**src/rtl/wos_filter_unit.sv**
```systemverilog
// wos_filter_unit -- execute-stage responder for the custom FILTER opcode.
//
// On i_run the unit stalls the pipeline. It loads an N-entry window of
// {weight, sample} words from data memory starting at the base address.
// It then computes the weighted order statistic: the smallest sample x_i
// whose cumulative weight S_i = sum(w_j : x_j <= x_i) reaches threshold T.
// If no sample reaches T, the result is max(x). The result is written to
// the destination address and the stall is released.
//
// Optional feature (macro WOS_FILTER_PERF_CNT_EN):
//   defined   -> o_op_count counts completed operations (wraps, rst clears)
//   undefined -> o_op_count tied to 0, no register built
//
// Ports:
//   clk, rst          clock; asynchronous active-low reset
//   i_run             FILTER instruction present in EX
//   i_reg1            [AW-1:0] source base word address
//   i_reg2            [15:0] destination word address, [31:16] threshold T
//   o_stall           hold IF/ID/EX
//   o_mem_rd_addr     registered read address
//   i_mem_rd_data     read data, 1-cycle latency; [DW-1:0] sample,
//                     [DW+WW-1:DW] weight
//   o_mem_wr_en/addr/data  one-cycle result write (zero-extended sample)
//   o_op_count        completed-operation counter

// One comparator lane: contributes w_j to S_i when x_j <= x_i.
module wos_filter_lane #(
  parameter int DW = 8,
  parameter int WW = 8
) (
  input  logic [DW-1:0] i_xj,
  input  logic [DW-1:0] i_xi,
  input  logic [WW-1:0] i_wj,
  output logic [WW-1:0] o_contrib
);
  assign o_contrib = (i_xj <= i_xi) ? i_wj : '0;
endmodule

module wos_filter_unit #(
  parameter int N  = 9,
  parameter int DW = 8,
  parameter int WW = 8,
  parameter int AW = 16
) (
  input  logic          clk,
  input  logic          rst,
  input  logic          i_run,
  input  logic [31:0]   i_reg1,
  input  logic [31:0]   i_reg2,
  output logic          o_stall,
  output logic [AW-1:0] o_mem_rd_addr,
  input  logic [31:0]   i_mem_rd_data,
  output logic          o_mem_wr_en,
  output logic [AW-1:0] o_mem_wr_addr,
  output logic [31:0]   o_mem_wr_data,
  output logic [31:0]   o_op_count
);

  localparam int CW   = $clog2(N + 1);
  localparam int SW   = WW + $clog2(N);
  localparam int TW   = 16;
  localparam int CMPW = (SW > TW) ? SW : TW;

  typedef enum logic [2:0] {S_IDLE, S_LOAD, S_EVAL, S_STORE, S_DONE} state_t;

  typedef struct packed {
    logic [AW-1:0] base;
    logic [AW-1:0] dst;
    logic [TW-1:0] thr;
  } req_t;

  state_t                   state_q, state_d;
  req_t                     req_q, req_d;
  logic [CW-1:0]            cnt_q, cnt_d;
  logic [N-1:0][DW-1:0]     x_q, x_d;
  logic [N-1:0][WW-1:0]     w_q, w_d;
  logic [DW-1:0]            best_q, best_d;
  logic                     hit_q, hit_d;
  logic [DW-1:0]            max_q, max_d;
  logic [AW-1:0]            rd_addr_q, rd_addr_d;
  logic                     wr_en_q, wr_en_d;
  logic [AW-1:0]            wr_addr_q, wr_addr_d;
  logic [31:0]              wr_data_q, wr_data_d;

  logic [DW-1:0]            x_i;
  logic [N-1:0][WW-1:0]     contrib;
  logic [SW-1:0]            sum;
  logic                     qual;

  // Upper operand/read-data bits carry nothing for this unit.
  logic unused_bits;
  assign unused_bits = ^{i_reg1[31:AW], i_mem_rd_data[31:DW+WW]};

  // Candidate under evaluation, selected by the EVAL index.
  always_comb begin
    x_i = '0;
    for (int j = 0; j < N; j++)
      if (cnt_q == CW'(j)) x_i = x_q[j];
  end

  // All N comparators run in parallel against the current candidate.
  for (genvar j = 0; j < N; j++) begin : g_lane
    wos_filter_lane #(.DW(DW), .WW(WW)) u_lane (
      .i_xj      (x_q[j]),
      .i_xi      (x_i),
      .i_wj      (w_q[j]),
      .o_contrib (contrib[j])
    );
  end

  always_comb begin
    sum = '0;
    for (int j = 0; j < N; j++) sum = sum + SW'(contrib[j]);
  end

  assign qual = CMPW'(sum) >= CMPW'(req_q.thr);

  always_comb begin
    state_d   = state_q;
    req_d     = req_q;
    cnt_d     = cnt_q;
    x_d       = x_q;
    w_d       = w_q;
    best_d    = best_q;
    hit_d     = hit_q;
    max_d     = max_q;
    rd_addr_d = rd_addr_q;
    wr_en_d   = 1'b0;
    wr_addr_d = wr_addr_q;
    wr_data_d = wr_data_q;
    case (state_q)
      S_IDLE: begin
        if (i_run) begin
          req_d.base = i_reg1[AW-1:0];
          req_d.dst  = i_reg2[AW-1:0];
          req_d.thr  = i_reg2[31:16];
          rd_addr_d  = i_reg1[AW-1:0];
          cnt_d      = '0;
          best_d     = '0;
          hit_d      = 1'b0;
          max_d      = '0;
          state_d    = S_LOAD;
        end
      end
      S_LOAD: begin
        // Address for cycle k is presented during cycle k; its data
        // lands one cycle later and is captured as entry k.
        for (int j = 0; j < N; j++) begin
          if (cnt_q == CW'(j + 1)) begin
            x_d[j] = i_mem_rd_data[DW-1:0];
            w_d[j] = i_mem_rd_data[DW+WW-1:DW];
          end
        end
        if (cnt_q < CW'(N - 1)) rd_addr_d = rd_addr_q + 1'b1;
        if (cnt_q == CW'(N)) begin
          cnt_d   = '0;
          state_d = S_EVAL;
        end else begin
          cnt_d = cnt_q + 1'b1;
        end
      end
      S_EVAL: begin
        // Strict < keeps the first-found minimum on duplicate samples.
        if (qual && (!hit_q || x_i < best_q)) begin
          best_d = x_i;
          hit_d  = 1'b1;
        end
        if (x_i > max_q) max_d = x_i;
        if (cnt_q == CW'(N - 1)) begin
          // Register the write so it is presented during STORE.
          wr_en_d   = 1'b1;
          wr_addr_d = req_q.dst;
          wr_data_d = {{(32-DW){1'b0}}, (hit_d ? best_d : max_d)};
          cnt_d     = '0;
          state_d   = S_STORE;
        end else begin
          cnt_d = cnt_q + 1'b1;
        end
      end
      S_STORE: state_d = S_DONE;
      S_DONE:  state_d = S_IDLE;
      default: state_d = S_IDLE;
    endcase
  end

  always_ff @(posedge clk or negedge rst) begin
    if (!rst) begin
      state_q   <= S_IDLE;
      req_q     <= '0;
      cnt_q     <= '0;
      x_q       <= '0;
      w_q       <= '0;
      best_q    <= '0;
      hit_q     <= 1'b0;
      max_q     <= '0;
      rd_addr_q <= '0;
      wr_en_q   <= 1'b0;
      wr_addr_q <= '0;
      wr_data_q <= '0;
    end else begin
      state_q   <= state_d;
      req_q     <= req_d;
      cnt_q     <= cnt_d;
      x_q       <= x_d;
      w_q       <= w_d;
      best_q    <= best_d;
      hit_q     <= hit_d;
      max_q     <= max_d;
      rd_addr_q <= rd_addr_d;
      wr_en_q   <= wr_en_d;
      wr_addr_q <= wr_addr_d;
      wr_data_q <= wr_data_d;
    end
  end

  // The accept cycle stalls combinationally; rst gating keeps it low in reset.
  assign o_stall = rst & ((state_q == S_IDLE && i_run) || state_q == S_LOAD ||
                          state_q == S_EVAL || state_q == S_STORE);

  assign o_mem_rd_addr = rd_addr_q;
  assign o_mem_wr_en   = wr_en_q;
  assign o_mem_wr_addr = wr_addr_q;
  assign o_mem_wr_data = wr_data_q;

`ifdef WOS_FILTER_PERF_CNT_EN
  logic [31:0] op_count_q, op_count_d;

  always_comb begin
    op_count_d = op_count_q;
    if (state_q == S_STORE) op_count_d = op_count_q + 32'd1;
  end

  always_ff @(posedge clk or negedge rst) begin
    if (!rst) op_count_q <= '0;
    else      op_count_q <= op_count_d;
  end

  assign o_op_count = op_count_q;
`else
  assign o_op_count = '0;
`endif

endmodule

```
**config.mk**
```make
export PLATFORM = sky130hd
export DESIGN_NAME = wos_filter_unit
export DESIGN_NICKNAME = d
export VERILOG_FILES = /design/src/rtl/wos_filter_unit.sv
export SDC_FILE = /design/constraint.sdc
export NUM_CORES = 1
export LEC_CHECK = 0
export ABC_AREA = 1
export CAP_MARGIN = 10
export CORE_MARGIN = 5
export CORE_UTILIZATION = 61
export CTS_CLUSTER_DIAMETER = 40
export DETAILED_ROUTE_END_ITERATION = 12
export GPL_ROUTABILITY_DRIVEN = 0
export GPL_TIMING_DRIVEN = 0
export PLACE_DENSITY = 0.88
export SYNTH_ARGS = -nofsm -noshare
export SYNTH_HDL_FRONTEND = slang
export SYNTH_SLANG_ARGS = --single-unit
```
**constraint.sdc**
```tcl
create_clock -name clk -period 22.9 [get_ports clk]
set_input_delay 5.725 -clock clk [delete_from_list [all_inputs] [get_ports clk]]
set_output_delay 5.725 -clock clk [all_outputs]
set_load 0.05 [all_outputs]
```
==> flow_metrics.env, run 1 <==
export IMPL_relSlewSlack_pct=33.5
export IMPL_grt_max_degree=108
export IMPL_avgViaCountPerCell=5.70
export IMPL_cp_max_fo=8
export IMPL_crit_path_start_kind="primary input"
export IMPL_cts_tree="done"
export IMPL_max_stage_delay_ns=0.76
export IMPL_htreeDepth=2
export IMPL_drive_above_1_share_pct=7.83
export IMPL_seq_area_frac_synth_pct=39.6
export IMPL_synth_warnings=0
export IMPL_portBuffers=108
export IMPL_clk_latency_ns=0.53
export IMPL_synthFlopType="dfrtp_1"
export IMPL_drtIter0Drc=1627
export IMPL_cp_arrival_ns=7.82
export IMPL_synth_distinct_cells=50
export IMPL_path_cells="clkdlybuf4s50_1 > nand2_1 > clkinv_1 > nor2_1 > a21boi_0 > clkdlybuf4s50_1"
export IMPL_crit_path_end_kind="output pin"
export IMPL_hpwlAfterDp_microns=31300
export IMPL_fill_cells=1652
export IMPL_crit_type="in -> out"
export IMPL_antenna_found_initial=0
export IMPL_cpMaxStageDelayCell="clkdlybuf4s50_1"
export IMPL_synthCells=1883
export IMPL_grt_ovfl_total=0
export IMPL_cts_hold_buf=0
export IMPL_cts_inserted_buffers=40
export IMPL_tightestPinTransition_ns=0.997
export IMPL_initial_core_util_pct=62.2
export IMPL_max_freq_mhz=73.8
export IMPL_max_cap_violations=0
export IMPL_syn_to_final_growth_pct=20.4
export IMPL_grt_pass1_wl_microns=70900
export IMPL_die_x_microns=168
export IMPL_cp_required_ns=17.18
export IMPL_outcome="finished clean"
export IMPL_tns_ns=0
export IMPL_dieArea_sq_um=28200
export IMPL_grt_usage_pct=31.0
export IMPL_min_delay_path_class="reg -> reg"
export IMPL_cp_common_cell="clkdlybuf4s50_1"
export IMPL_detail_route_antenna_nets=0
export IMPL_hold_viol=0
export IMPL_fin_crit_ns=13.55
export IMPL_drt_pass1_iterations=6
export IMPL_n_antenna_cell=0
export IMPL_synth_avg_cell_area_sq_um=8.09
export IMPL_ff2ff_setup_slack_ns=12.39
export IMPL_drcViolationCount=0
export IMPL_hold_ws_ns=0.473
export IMPL_grt_pass1_vias=14100
export IMPL_slew_violations=0
export IMPL_routedWlPerCell_microns=18.1
export IMPL_final_core_util_pct=75.0
export IMPL_cts_clk_slew_worst_paths_ns=0.05
export IMPL_cts_resized=0
export IMPL_rsz0062_at_grt="false"
export IMPL_final_nets=2360
export IMPL_fp_dieH_microns=168
export IMPL_coreArea_sq_um=24500
export IMPL_post_cts_buffers=0
export IMPL_num_rows=57
export IMPL_clock_sinks=241
export IMPL_dp_cells=2372
export IMPL_synth_edf_count=0
export IMPL_ios=197
export IMPL_final_cells=2443
export IMPL_num_vias=13900
export IMPL_routed_wl_microns=44300
export IMPL_worst_clock_skew_ns=0.0235
export IMPL_ys_ff_latch=241
export IMPL_clockRootBuffer="clkbuf_16"
export IMPL_setup_violations=0
export IMPL_netlist_area_sq_um=15200
export IMPL_async_flop_share_pct=100
export IMPL_cts_buffer_depth=3
export IMPL_fin_crit_sh_pct=59.2
[routing by layer]
layer | routed length, microns | up-vias | GRT usage, %
li1 | - | 6322 | -
met1 | 16400 | 6547 | 38.5
met2 | 21300 | 835 | 51.4
met3 | 4080 | 212 | 6.19
met4 | 2570 | 0 | 16.5
met5 | 0 | - | 0
[Yosys cell counts, drive strengths merged (8+ instances only)]
| cell type | instances | area [sq um] |
|---|---|---|
| fa | 54 | 1080 |
| nand3 | 58 | 300 |
| xor2 | 12 | 105 |
| o211ai | 13 | 97.6 |
| inv | 283 | 1060 |
| nand4 | 11 | 68.8 |
| clkbuf | 48 | 181 |
| a21oi | 104 | 536 |
| buf | 62 | 455 |
| nand2 | 495 | 1910 |
| o221ai | 8 | 70.1 |
| o21ai | 195 | 983 |
| nor3 | 8 | 56.3 |
| dfrtp | 241 | 6030 |
| ha | 117 | 1460 |
| nor2 | 125 | 495 |
[cells by family (layout without fill, tap and decap cells)]
logic type | Yosys count | count (layout) | share of synthesized area [%]
DFF | 241 | 241 | 39.6
AOI/OAI and AO/OA | 347 | 347 | 12.4
adders and majority gates | 171 | 171 | 16.7
other | 1 | 56 | 0.0246
buffers and inverters | 398 | 579 | 11.3
and+or+nand+nor | 710 | 710 | 19.1
xor gates and xnor gates | 15 | 15 | 0.863
[sequential cells by signal, indices dropped and copies added, names as in the netlist, 3 cells and up]
signal         flops
x_q               72
cnt_q              4
o_mem_rd_addr     16
state_q            3
req_q             32
w_q               72
max_q              8
o_mem_wr_addr     16
best_q             8
o_mem_wr_data      8
[cell usage in the layout, fill, tap and decap left out, types with 10 or more instances in the layout]
master and n:
a21oi_1 100, buf_4 58, clkbuf_1 50, clkbuf_16 42, clkdlybuf4s50_1 107, conb_1 56, dfrtp_1 241, fa_1 54
ha_1 117, inv_1 280, nand2_1 483, nand2_2 10, nand3_1 56, nand4_1 11, nor2_1 122, o211ai_1 13
o21ai_0 186, xor2_1 12
[per-stage QoR]
stage	setup slack [ns]	instance area [sq um]
after detailed placement	9.44	17000
after floorplan	10.01	15400
after CTS	9.38	18300
after global placement	1.71	16900
final	9.35	18300
after global routing	9.19	18300
[critical path: cells and delay by family]
kind / cells / cell delay, ns
buffers and inverters: 3 / 1.41
AO/OA/AOI/OAI: 1 / 0.15
AND/OR/NAND/NOR: 2 / 0.53
[path summary, 6_finish.rpt]
path                                        from                to  cells after the start
min in group asynchronous                    rst  o_mem_rd_addr[8]                      1
worst min-delay path            o_mem_wr_data[4]  o_mem_wr_data[4]                      2
worst max-delay path                       i_run           o_stall                      6
max in group asynchronous                    rst           x_q[31]                      3
worst max register to register          cnt_q[0]  o_mem_wr_data[7]                     48
worst min register to register  o_mem_wr_data[4]  o_mem_wr_data[4]                      2
[cell type report]
| cell class | instances | area, sq um | area share [%] |
|---|---|---|---|
| multi-input combinational | 1299 | 7680 | 41.9 |
| sequential | 241 | 6030 | 32.9 |
| timing repair buffer | 110 | 1140 | 6.22 |
| inverter | 288 | 1080 | 5.91 |
| clock buffer | 46 | 1080 | 5.87 |
| buffer | 110 | 637 | 3.47 |
| tap | 324 | 405 | 2.21 |
| clock inverter | 25 | 283 | 1.54 |
Power of run 1 is not shown: default switching activity piles up to over one toggle a cycle in this logic, so the estimate is an artifact.
==> run 2, diff against run 1 <==
Settings changed: CORE_UTILIZATION 61 to 57, PLACE_DENSITY 0.88 to 0.83.
Clock period 22.9 ns to 13 ns, I/O delays scaled along.
==> flow_metrics.env, run 2 (synthesis gave the netlist of run 1 again) <==
export IMPL_outcome="finished clean"
export IMPL_initial_core_util_pct=58.1
export IMPL_hpwlAfterDp_microns=31600
export IMPL_grt_max_degree=112
export IMPL_cts_tree="done"
export IMPL_routed_wl_microns=43200
export IMPL_min_delay_path_class="reg -> reg"
export IMPL_final_nets=2361
export IMPL_fin_crit_ns=10.31
export IMPL_place_area_sq_um=17000
export IMPL_setup_violations=0
export IMPL_die_x_microns=173
export IMPL_portBuffers=108
export IMPL_htreeDepth=2
export IMPL_cts_resized=0
export IMPL_cts_inserted_buffers=41
export IMPL_clk_latency_ns=0.54
export IMPL_worst_clock_skew_ns=0.0341
export IMPL_dieArea_sq_um=30100
export IMPL_reg_top3="w_q (72), x_q (72), req_q (32)"
export IMPL_final_cell_mix="nand2_1 (483), inv_1 (280), dfrtp_1 (241)"
export IMPL_hold_ws_ns=0.472
export IMPL_fill_cells=1936
export IMPL_grt_pass1_wl_microns=70400
export IMPL_crit_type="reg -> reg"
export IMPL_crit_path_start_kind="register"
export IMPL_clockRootBuffer="clkbuf_16"
export IMPL_post_cts_buffers=0
export IMPL_ios=197
export IMPL_max_stage_delay_ns=0.55
export IMPL_antenna_found_initial=1
export IMPL_grt_pass1_vias=13900
export IMPL_layout_cells_most_common="nand2_1"
export IMPL_drtIter0Drc=1319
export IMPL_drt_pass1_iterations=10
export IMPL_multiInputGateArea_sq_um=7680
export IMPL_num_vias=13600
export IMPL_relSlewSlack_pct=42.3
export IMPL_cp_required_ns=13.41
export IMPL_cp_max_fo=10
export IMPL_hold_viol=0
export IMPL_tightestPinTransition_ns=0.866
export IMPL_cp_arrival_ns=10.72
export IMPL_cpMaxStageDelayCell="fa_1"
export IMPL_coreArea_sq_um=26200
export IMPL_regArea_sq_um=6030
export IMPL_fp_dieH_microns=173
export IMPL_rsz0062_at_grt="false"
export IMPL_final_area_sq_um=18400
export IMPL_max_freq_mhz=97.0
export IMPL_routedWlPerCell_microns=17.6
export IMPL_clock_sinks=241
export IMPL_cts_hold_buf=0
export IMPL_slew_violations=0
export IMPL_drive_above_1_share_pct=7.82
export IMPL_drcViolationCount=0
export IMPL_grt_ovfl_total=0
export IMPL_crit_path_end_kind="register"
export IMPL_cts_clk_slew_worst_paths_ns=0.05
export IMPL_detail_route_antenna_nets=0
export IMPL_syn_to_final_growth_pct=20.9
export IMPL_cp_common_cell="inv_1"
export IMPL_fin_crit_sh_pct=79.3
export IMPL_max_cap_violations=0
export IMPL_avgViaCountPerCell=5.55
export IMPL_grt_usage_pct=28.7
export IMPL_num_rows=59
export IMPL_cts_buffer_depth=3
[run 2: worst max-delay path, delay by kind of cell (launching register included)]
kind | cells | cell delay (ns)
adder cells (fa/ha/maj) | 8 | 3.30
XOR/XNOR | 1 | 0.16
flip-flops | 1 | 0.41
AND/OR/NAND/NOR | 12 | 2.07
buffers and inverters | 10 | 1.48
AO/OA/AOI/OAI | 15 | 2.75
[run 2: cell type report]
type,count,area share (%)
Antenna cell,1,0.0136
Buffer,110,3.46
Clock buffer,52,6.19
Clock inverter,22,1.48
Inverter,288,5.89
Multi-Input combinational cell,1299,41.7
Sequential cell,241,32.8
Tap cell,335,2.28
Timing Repair Buffer,110,6.20
[run 2: final timing paths]
kind / from / end / slack [ns] / cells after the start
setup / recovery: cnt_q[0] / hit_q / 2.69 / 46
hold / removal: o_mem_wr_addr[0] / o_mem_wr_addr[0] / 0.47 / 2
setup reg to reg: cnt_q[0] / hit_q / 2.69 / 46
hold reg to reg: o_mem_wr_addr[0] / o_mem_wr_addr[0] / 0.47 / 2
max in group asynchronous: rst / w_q[30] / 9.43 / 2
min in group asynchronous: rst / best_q[6] / 2.66 / 1
[run 2: layer usage]
layer / up-vias / wire, microns / GRT usage (%)
li1: 6320 / - / -
met1: 6410 / 16000 / 35.3
met2: 713 / 20600 / 47.2
met3: 190 / 3990 / 6.43
met4: 0 / 2520 / 15.8
met5: - / 0 / 0
[run 2: per-stage QoR]
stage / cells / setup TNS (ns) / worst slack (ns) / utilization (%)
2_1_floorplan: 1938 / 0 / 4.73 / -
3_3_place_gp: 2381 / -369.75 / -3.32 / 64.6
3_5_place_dp: 2383 / 0 / 2.88 / 64.8
4_1_cts: 2457 / 0 / 2.81 / 70.2
5_1_grt: 2458 / 0 / 1.92 / 70.2
6_report: 2458 / 0 / 2.69 / 70.2
Power of run 2 is left out for the same reason.
==> run 3, diff against run 2 <==
Clock period 13 ns to 10.6 ns, I/O delays scaled along.
==> flow_metrics.env, run 3 (synthesis gave the netlist of run 1 again) <==
export IMPL_setup_ws_ns=0.718
export IMPL_fin_crit_sh_pct=93.2
export IMPL_crit_type="reg -> reg"
export IMPL_cp_required_ns=11.01
export IMPL_cts_inserted_buffers=41
export IMPL_ios=197
export IMPL_tightestPinTransition_ns=0.881
export IMPL_worst_clock_skew_ns=0.0318
export IMPL_initial_core_util_pct=58.1
export IMPL_grt_usage_pct=28.7
export IMPL_min_delay_path_class="reg -> reg"
export IMPL_hold_viol=0
export IMPL_max_stage_delay_ns=0.55
export IMPL_max_freq_mhz=101
export IMPL_cp_max_fo=10
export IMPL_final_cells=2464
export IMPL_setup_violations=0
export IMPL_reg_top3="w_q (72), x_q (72), req_q (32)"
export IMPL_max_cap_violations=0
export IMPL_final_cell_mix="nand2_1 (483), inv_1 (278), dfrtp_1 (241)"
export IMPL_grt_ovfl_total=0
export IMPL_hpwlAfterDp_microns=31600
export IMPL_num_vias=13700
export IMPL_coreArea_sq_um=26200
export IMPL_grt_pass1_vias=13900
export IMPL_final_nets=2367
export IMPL_antenna_found_initial=1
export IMPL_clk_latency_ns=0.54
export IMPL_dieArea_sq_um=30100
export IMPL_relSlewSlack_pct=41.3
export IMPL_cpMaxStageDelayCell="fa_1"
export IMPL_routed_wl_microns=43300
export IMPL_cts_tree="done"
export IMPL_num_rows=59
export IMPL_crit_path_end_kind="register"
export IMPL_cp_arrival_ns=10.29
export IMPL_syn_to_final_growth_pct=21.3
export IMPL_detail_route_antenna_nets=0
export IMPL_portBuffers=108
export IMPL_drt_pass1_iterations=6
export IMPL_drive_above_1_share_pct=8.22
export IMPL_drcViolationCount=0
export IMPL_cts_buffer_depth=3
export IMPL_dp_cells=2383
export IMPL_outcome="finished clean"
export IMPL_clock_sinks=241
export IMPL_fin_crit_ns=9.88
export IMPL_cts_hold_buf=0
export IMPL_die_x_microns=173
export IMPL_preCtsSetupSlack_ns=0.483
export IMPL_layout_cells_most_common="nand2_1"
export IMPL_avgViaCountPerCell=5.56
export IMPL_grt_pass1_wl_microns=70400
export IMPL_htreeDepth=2
export IMPL_slew_violations=0
export IMPL_clockRootBuffer="clkbuf_16"
export IMPL_cts_clk_slew_worst_paths_ns=0.05
export IMPL_crit_path_start_kind="register"
export IMPL_rsz0062_at_grt="false"
export IMPL_fill_cells=1929
export IMPL_drtIter0Drc=1288
export IMPL_grt_max_degree=112
export IMPL_routedWlPerCell_microns=17.6
export IMPL_fp_dieH_microns=173
==> run 3: changes by cell type in the layout (fill, tap and decap cells not counted), sizes merged <==
cell      before  now
clkinv        12   11
clkinvlp       3    5
buf           65   71
inv          291  290
==> run 3: path summary, 6_finish.rpt <==
path	to	slack [ns]	start	cells after the start
worst min-delay path	o_mem_wr_addr[0]	0.47	o_mem_wr_addr[0]	2
worst min register to register	o_mem_wr_addr[0]	0.47	o_mem_wr_addr[0]	2
max in group asynchronous	w_q[30]	7.63	rst	2
worst max-delay path	hit_q	0.72	cnt_q[0]	45
min in group asynchronous	best_q[6]	2.06	rst	1
worst max register to register	hit_q	0.72	cnt_q[0]	45
==> run 3: worst max-delay path: cells and delay by family (launching register included) <==
kind	cells	cell delay (ns)
xor+xnor	1	0.16
compound gates	13	2.41
buf+inv	9	1.12
fa+ha+maj	8	3.41
simple gates	14	2.26
flops	1	0.41
==> run 3: final cells by class <==
cell class | count | area (sq um) | area share [%]
antenna | 1 | 2.50 | 0.0135
buffer | 110 | 637 | 3.45
clock buffer | 52 | 1140 | 6.17
clock inverter | 22 | 273 | 1.48
inverter | 288 | 1090 | 5.91
multi-input combinational | 1299 | 7690 | 41.6
sequential | 241 | 6030 | 32.6
tap | 335 | 419 | 2.27
timing repair buffer | 116 | 1190 | 6.42
==> run 3: what timing repair did <==
item	in CTS	in global routing
resized for setup	0	5
setup endpoints to repair	0	9
setup buffers	0	6
==> run 3: stage by stage <==
| stage | instance area [sq um] | hold slack, ns | utilization [%] | TNS (ns) |
|---|---|---|---|---|
| finish | 18500 | 0.473 | 70.5 | 0 |
| global placement | 16900 | 0.455 | 64.6 | -804.75 |
| detailed placement | 17000 | 0.459 | 64.8 | 0 |
| floorplan | 15400 | 0.449 | - | 0 |
| CTS | 18400 | 0.472 | 70.2 | 0 |
| global route | 18500 | 0.492 | 70.5 | 0 |
==> run 3: layer usage <==
metal | GRT usage, % | share of wire, %
met1 | 35.3 | 37
met2 | 47.2 | 48
met3 | 6.43 | 9.2
met4 | 15.8 | 5.9
met5 | 0 | 0
Power of run 3 is left out for the same reason.
